`config.mk`:
```
export PLATFORM = sky130hd
export DESIGN_NAME = uart_rx_frame
export DESIGN_NICKNAME = d
export VERILOG_FILES = /design/src/rtl/uart_rx_frame.sv
export SDC_FILE = /design/constraint.sdc
export NUM_CORES = 1
export LEC_CHECK = 0
export CAP_MARGIN = 20
export CORE_ASPECT_RATIO = 1.4
export CORE_UTILIZATION = 30
export CTS_CLUSTER_DIAMETER = 40
export DETAILED_ROUTE_END_ITERATION = 8
export SYNTH_ARGS = -nofsm -noshare
export SYNTH_HDL_FRONTEND = slang
export SYNTH_SLANG_ARGS = --single-unit
```
`constraint.sdc`:
```
create_clock -name i_Pclk -period 9.6 [get_ports i_Pclk]
set_clock_uncertainty 0.15 [all_clocks]
set_input_delay 2.88 -clock i_Pclk [delete_from_list [all_inputs] [get_ports i_Pclk]]
set_output_delay 2.88 -clock i_Pclk [all_outputs]
set_load 0.01 [all_outputs]
```
`src/rtl/uart_rx_frame.sv`:
```
// ---------------------------------------------------------------------------
// uart_rx_frame
// Parametrised UART receive engine sitting between the serial pin and the
// receive FIFO. The line is double-flopped and majority-voted over three
// samples. False starts are rejected. Data width, parity mode and stop-bit
// count are configurable, and parity, framing and break errors are reported.
//
// Parameters:
//   DATA_BITS    data bits per frame (5..9)
//   BAUD_W       width of the clocks-per-bit divisor
// Ports:
//   i_Pclk       peripheral clock
//   i_Reset      synchronous, active-high reset
//   i_Enable     receiver enable
//   i_Baud       clocks per bit (values below 4 behave as 4)
//   i_Parity     0/3 = none, 1 = even, 2 = odd
//   i_Two_Stop   1 = two stop bits are checked
//   i_Rx_Serial  asynchronous serial line, idle high
//   o_Data       received word, first line bit in the LSB
//   o_Valid      one-cycle pulse when a frame completes
//   o_Parity_Err parity mismatch, qualified by o_Valid
//   o_Frame_Err  a stop bit sampled 0, qualified by o_Valid
//   o_Break      all-zero frame including the first stop bit
//   o_Busy       high whenever the receiver is not idle
// ---------------------------------------------------------------------------
module uart_rx_frame #(
   parameter int DATA_BITS = 8,
   parameter int BAUD_W    = 16
) (
   input  logic                 i_Pclk,
   input  logic                 i_Reset,
   input  logic                 i_Enable,
   input  logic [BAUD_W-1:0]    i_Baud,
   input  logic [1:0]           i_Parity,
   input  logic                 i_Two_Stop,
   input  logic                 i_Rx_Serial,
   output logic [DATA_BITS-1:0] o_Data,
   output logic                 o_Valid,
   output logic                 o_Parity_Err,
   output logic                 o_Frame_Err,
   output logic                 o_Break,
   output logic                 o_Busy
);

   typedef enum logic [2:0] {
      IDLE, START, DATA, PARITY, STOP, DONE, WAIT_HIGH
   } state_t;

   state_t state, state_nxt;

   logic                 sync_0, sync_1;
   logic [2:0]           hist;
   logic                 vote;
   logic [BAUD_W-1:0]    baud_clamped, baud_lat, count;
   logic [1:0]           parity_lat;
   logic                 two_stop_lat;
   logic [3:0]           bit_cnt;
   logic                 stop_idx;
   logic [DATA_BITS-1:0] shreg;
   logic                 par_bit, par_mismatch, stop1_bit, stop_zero;
   logic                 mid_tick, bit_tick, par_en, last_data, last_stop;
   logic                 stop1_now, frame_err_now, break_now;

   assign vote          = (hist[0] & hist[1]) | (hist[0] & hist[2]) | (hist[1] & hist[2]);
   assign baud_clamped  = (i_Baud < BAUD_W'(4)) ? BAUD_W'(4) : i_Baud;
   assign bit_tick      = (count == (baud_lat - BAUD_W'(1)));
   assign mid_tick      = (count == ((baud_lat - BAUD_W'(1)) >> 1));
   assign par_en        = (parity_lat == 2'd1) || (parity_lat == 2'd2);
   assign last_data     = (bit_cnt == 4'(DATA_BITS - 1));
   assign last_stop     = (stop_idx == two_stop_lat);

   // The final stop sample is folded in combinationally so the flags loaded
   // on entry to DONE already include it; stop bit 1 is either being sampled
   // now or was captured one bit period earlier.
   assign stop1_now     = stop_idx ? stop1_bit : vote;
   assign frame_err_now = stop_zero | ~vote;
   assign break_now     = (shreg == '0) && !(par_en && par_bit) && !stop1_now;

   assign o_Busy  = (state != IDLE);
   assign o_Valid = (state == DONE);

   // State register.
   always_ff @(posedge i_Pclk) begin
      if (i_Reset) state <= IDLE;
      else         state <= state_nxt;
   end

   // Next-state decode. Dropping the enable abandons any frame except one
   // already in DONE, so a completed frame is always reported. After a
   // framing error we park in WAIT_HIGH so a held-low break line cannot
   // immediately look like a new start bit.
   always_comb begin
      state_nxt = state;
      case (state)
         IDLE:      if (i_Enable && !sync_1) state_nxt = START;
         START:     if (mid_tick) state_nxt = vote ? IDLE : DATA;
         DATA:      if (bit_tick && last_data) state_nxt = par_en ? PARITY : STOP;
         PARITY:    if (bit_tick) state_nxt = STOP;
         STOP:      if (bit_tick && last_stop) state_nxt = DONE;
         DONE:      state_nxt = o_Frame_Err ? WAIT_HIGH : IDLE;
         WAIT_HIGH: if (vote) state_nxt = IDLE;
         default:   state_nxt = IDLE;
      endcase
      if (!i_Enable && (state != DONE)) state_nxt = IDLE;
   end

   // Datapath: synchroniser, vote history, bit timing, shift register,
   // error tracking and output registers. Configuration is captured only
   // when a start edge is accepted so mid-frame changes are ignored.
   always_ff @(posedge i_Pclk) begin
      if (i_Reset) begin
         sync_0       <= 1'b1;
         sync_1       <= 1'b1;
         hist         <= 3'b111;
         count        <= '0;
         bit_cnt      <= '0;
         stop_idx     <= 1'b0;
         baud_lat     <= BAUD_W'(4);
         parity_lat   <= 2'd0;
         two_stop_lat <= 1'b0;
         shreg        <= '0;
         par_bit      <= 1'b0;
         par_mismatch <= 1'b0;
         stop1_bit    <= 1'b1;
         stop_zero    <= 1'b0;
         o_Data       <= '0;
         o_Parity_Err <= 1'b0;
         o_Frame_Err  <= 1'b0;
         o_Break      <= 1'b0;
      end else begin
         sync_0 <= i_Rx_Serial;
         sync_1 <= sync_0;
         hist   <= {hist[1:0], sync_1};
         case (state)
            IDLE: begin
               if (state_nxt == START) begin
                  count        <= '0;
                  bit_cnt      <= '0;
                  stop_idx     <= 1'b0;
                  par_bit      <= 1'b0;
                  par_mismatch <= 1'b0;
                  stop_zero    <= 1'b0;
                  baud_lat     <= baud_clamped;
                  parity_lat   <= i_Parity;
                  two_stop_lat <= i_Two_Stop;
               end
            end
            START: begin
               count <= (state_nxt == DATA) ? '0 : count + BAUD_W'(1);
            end
            DATA: begin
               if (i_Enable) begin
                  count <= bit_tick ? '0 : count + BAUD_W'(1);
                  if (bit_tick) begin
                     shreg   <= {vote, shreg[DATA_BITS-1:1]};
                     bit_cnt <= bit_cnt + 4'd1;
                  end
               end
            end
            PARITY: begin
               if (i_Enable) begin
                  count <= bit_tick ? '0 : count + BAUD_W'(1);
                  if (bit_tick) begin
                     par_bit      <= vote;
                     par_mismatch <= vote ^ (^shreg) ^ (parity_lat == 2'd2);
                  end
               end
            end
            STOP: begin
               if (i_Enable) begin
                  count <= bit_tick ? '0 : count + BAUD_W'(1);
                  if (bit_tick) begin
                     stop_idx  <= 1'b1;
                     stop_zero <= frame_err_now;
                     if (!stop_idx) stop1_bit <= vote;
                     if (last_stop) begin
                        o_Data       <= shreg;
                        o_Parity_Err <= par_mismatch;
                        o_Frame_Err  <= frame_err_now;
                        o_Break      <= break_now;
                     end
                  end
               end
            end
            default: ;
         endcase
      end
   end

endmodule

```
==> impl_metrics.ini <==
[sta]
rsz0062_at_grt = false
final.setup.tns_ns = 0
fin_crit_sh_pct = 53.6
holdWs_ns = 0.273
period_needed_ns = 5.15
finalHoldViolations = 0
setup_viol = 0
fmax_mhz = 194
maxSlewHeadroom_pct = 49.3
final_max_slew_viol_count = 0
tightest_slew_ns = 0.761

[worst_setup_path]
ff2ff_path_depth = 10
critPathRequiredTime_ns = 9.68
path_buf_inv = 2
crit_type = input pin to flip-flop
critPathTopFamily = buffers and inverters
path_cells = clkdlybuf4s50_1 > nand2b_1 > nor4_2 > buf_4 > a211oi_4 > a31oi_4 > nand2b_4 > o31ai_1
cp.arrival_ns = 5.23
max_stage_delay_ns = 0.64
worstReg2RegStart = baud_lat[4]
end_kind = flip-flop
regToRegEndpoint = count[10]
cp-start-kind = input pin
reg2reg_slack_ns = 5.09
crit_slowest_cell = clkdlybuf4s50_1
crit_fanout = 23

[synthesis]
yosysMostFrequentCell = dfxtp_1
synthArstFlopShare_pct = 0
synth_area_mm2 = 0.00449
synth_cells = 551
syn-mean-instance-area_um2 = 8.15
ys_types = 69
synth_top_family_by_area = simple AND/OR/NAND/NOR gates
synth.area.top_cells = dfxtp_1 (32%), xnor2_1 (6.2%), mux2i_1 (5.3%)
synth_edf_count = 0
synthTopCellsByCount = dfxtp_1 (71), nand2_1 (63), nor2_1 (44)
muxShareOfSynthArea_pct = 5.35
yosys.area_share.simple_pct = 26.0
synth_top_cell_area_share_pct = 31.6
synth_seq_cells = 71
synth_compound_area_share_pct = 18.3
synth_warnings = 0
yosysTopAreaCell = dfxtp_1
synthFlopType = dfxtp_1
synth_nets = 582
synth-xor-area-share_pct = 9.97
yosys.area_share.adder_pct = 2.23
ys_seq_area_share_pct = 31.6

[detailed_routing]
wire_per_inst_um = 16.0
first_pass_iters = 7
vias = 3997
drt_iter0_markers = 165
routed_wl_mm = 11.9
routed_via_density = 5.34
drc = 0
detail-route-antenna-nets = 0

[die]
rows = 52
fp.coreArea_mm2 = 0.0145
die_x_um = 105
pin_count = 36
die_h_um = 147
dieArea_mm2 = 0.0155
start_util_pct = 31.0

[global_route]
overflow = 0
first_global_vias = 3918
antenna_found_initial = 0
grt_max_degree = 65
grt_pass1_wl_mm = 19.8
track_usage_pct = 16.1

[clock_tree]
post_cts_buffers = 0
cts-root-buf = clkbuf_16
clk_latency_ns = 0.33
h-tree-depth = 3
hold_buffers = 0
clk_pin_slew_ns = 0.05
cts_made_buffers = 9
post_cts_resized = 0
cts_sinks = 71
cts_tree = built
cts_max_path_buffers = 2

[finish]
fillers = 1496
layout-drive-gt1-share_pct = 8.23
finish.utilization_pct = 35.7
diodes = 0
layout-area-overhead-vs-synth_pct = 15.4
num-nets-final = 585
multi_input_area_mm2 = 0.00279
seq_area_mm2 = 0.00142

[worst_hold_path]
hold_depth = 1
hold_end = sync_1
hold_start = sync_0
hold_path.class = flip-flop to flip-flop

[pwr]
power.total_mw = 0.660
p_switching_mw = 0.154
p_seq_share_pct = 45.8
p_comb_share_pct = 7.4
p_leak_nw = 1.67
power_frac_clock_pct = 46.9
p_sw_share_pct = 23.3
vdd_drop_max_mv = 0.0980
p_per_area_mw_per_mm2 = 127
intPower_mw = 0.507

[flow_run]
cap_violations = 0

[outcome]
outcome = finished, final reports clean

[place]
dpl.hpwl_mm = 8.80
place_congestion = 0.890
io_buffers = 35
sequential cells by signal, summed over array words and instances, names as in the netlist:
signal,cells
o_Parity_Err,1
stop1_bit,1
baud_lat,16
shreg,8
state,3
par_bit,1
stop_idx,1
o_Data,8
sync_1,1
bit_cnt,4
two_stop_lat,1
o_Frame_Err,1
count,16
stop_zero,1
parity_lat,2
hist,3
sync_0,1
par_mismatch,1
o_Break,1
worst max path at each step:
stage	start	to	slack [ns]	depth (start not counted)
3_5_place_dp	i_Enable	count[4]	4.16	8
6_report	i_Enable	count[10]	4.45	8
3_3_place_gp	i_Enable	count[4]	4.29	8
2_1_floorplan	i_Enable	count[2]	4.67	8
5_1_grt	i_Enable	count[10]	4.25	8
4_1_cts	i_Enable	count[10]	4.50	8
metal layers:
layer	global-route usage, %	vias up	wire, um
li1	-	1967	-
met1	18.0	1922	4850
met2	29.0	89	6320
met3	3.11	19	450
met4	7.96	0	335
met5	0	-	0
metrics by stage:
| stage | setup slack, ns | std cells | area, um^2 |
|---|---|---|---|
| after floorplan | 4.67 | 551 | 4490 |
| after global placement | 4.29 | 731 | 4900 |
| after detailed placement | 4.16 | 731 | 4900 |
| after CTS | 4.50 | 747 | 5170 |
| after global routing | 4.25 | 748 | 5180 |
| final | 4.45 | 748 | 5180 |
cell type report:
cell class	instances	share of cell area, %
Tap cell	189	4.56
Multi-Input combinational cell	411	53.8
Inverter	22	1.59
Clock buffer	13	5.02
Clock inverter	3	0.338
Timing Repair Buffer	39	7.24
Sequential cell	71	27.4
worst register-to-register path: stages (launching register included):
cell       delay, ns
dfxtp_1         0.46
or4_1           0.94
nor4_2          0.46
xnor3_1         0.21
o2111ai_1       0.24
nor4_2          0.52
mux2i_1         0.38
a211oi_4        0.09
a31oi_4         0.46
nand2b_4        0.22
o31ai_1         0.29
cells by family (layout without fill, tap and decap cells):
| group | after synthesis | after routing |
|---|---|---|
| flops | 71 | 71 |
| buf+inv | 69 | 77 |
| fa+ha+maj | 8 | 8 |
| compound gates | 113 | 113 |
| xor+xnor | 48 | 48 |
| mux | 24 | 24 |
| simple gates | 218 | 218 |
power by group through the flow:
stage | Clock (mW) | Combinational (mW) | Sequential [mW]
after CTS | 0.318 | 0.0488 | 0.302
after global placement | 0 | 0.0479 | 0.308
after floorplan | 0 | 0.0340 | 0.305
final | 0.310 | 0.0486 | 0.302
after detailed placement | 0 | 0.0485 | 0.309
after global routing | 0.329 | 0.0529 | 0.303
cells in the final DEF, fill, tap and decap left out, types with 3 or more instances in the layout:
cell type / n
inv_1: 22
nand2b_1: 4
nand3_1: 8
o31ai_1: 14
nor4_2: 5
and2_1: 3
or4_1: 6
nor3_1: 13
xnor2_1: 32
nor3_2: 3
xor2_1: 14
ha_1: 8
o21ai_0: 15
nor3b_1: 6
nand4_1: 5
or2_2: 8
or3_1: 15
nor4_1: 9
nor2b_1: 13
buf_4: 4
clkdlybuf4s50_1: 34
mux2i_1: 24
a21oi_1: 29
a32oi_1: 15
clkbuf_16: 9
a22oi_1: 3
dfxtp_1: 71
nand2_1: 63
nor2_1: 44
No activity file was read; power rests on OpenSTA's default activity.
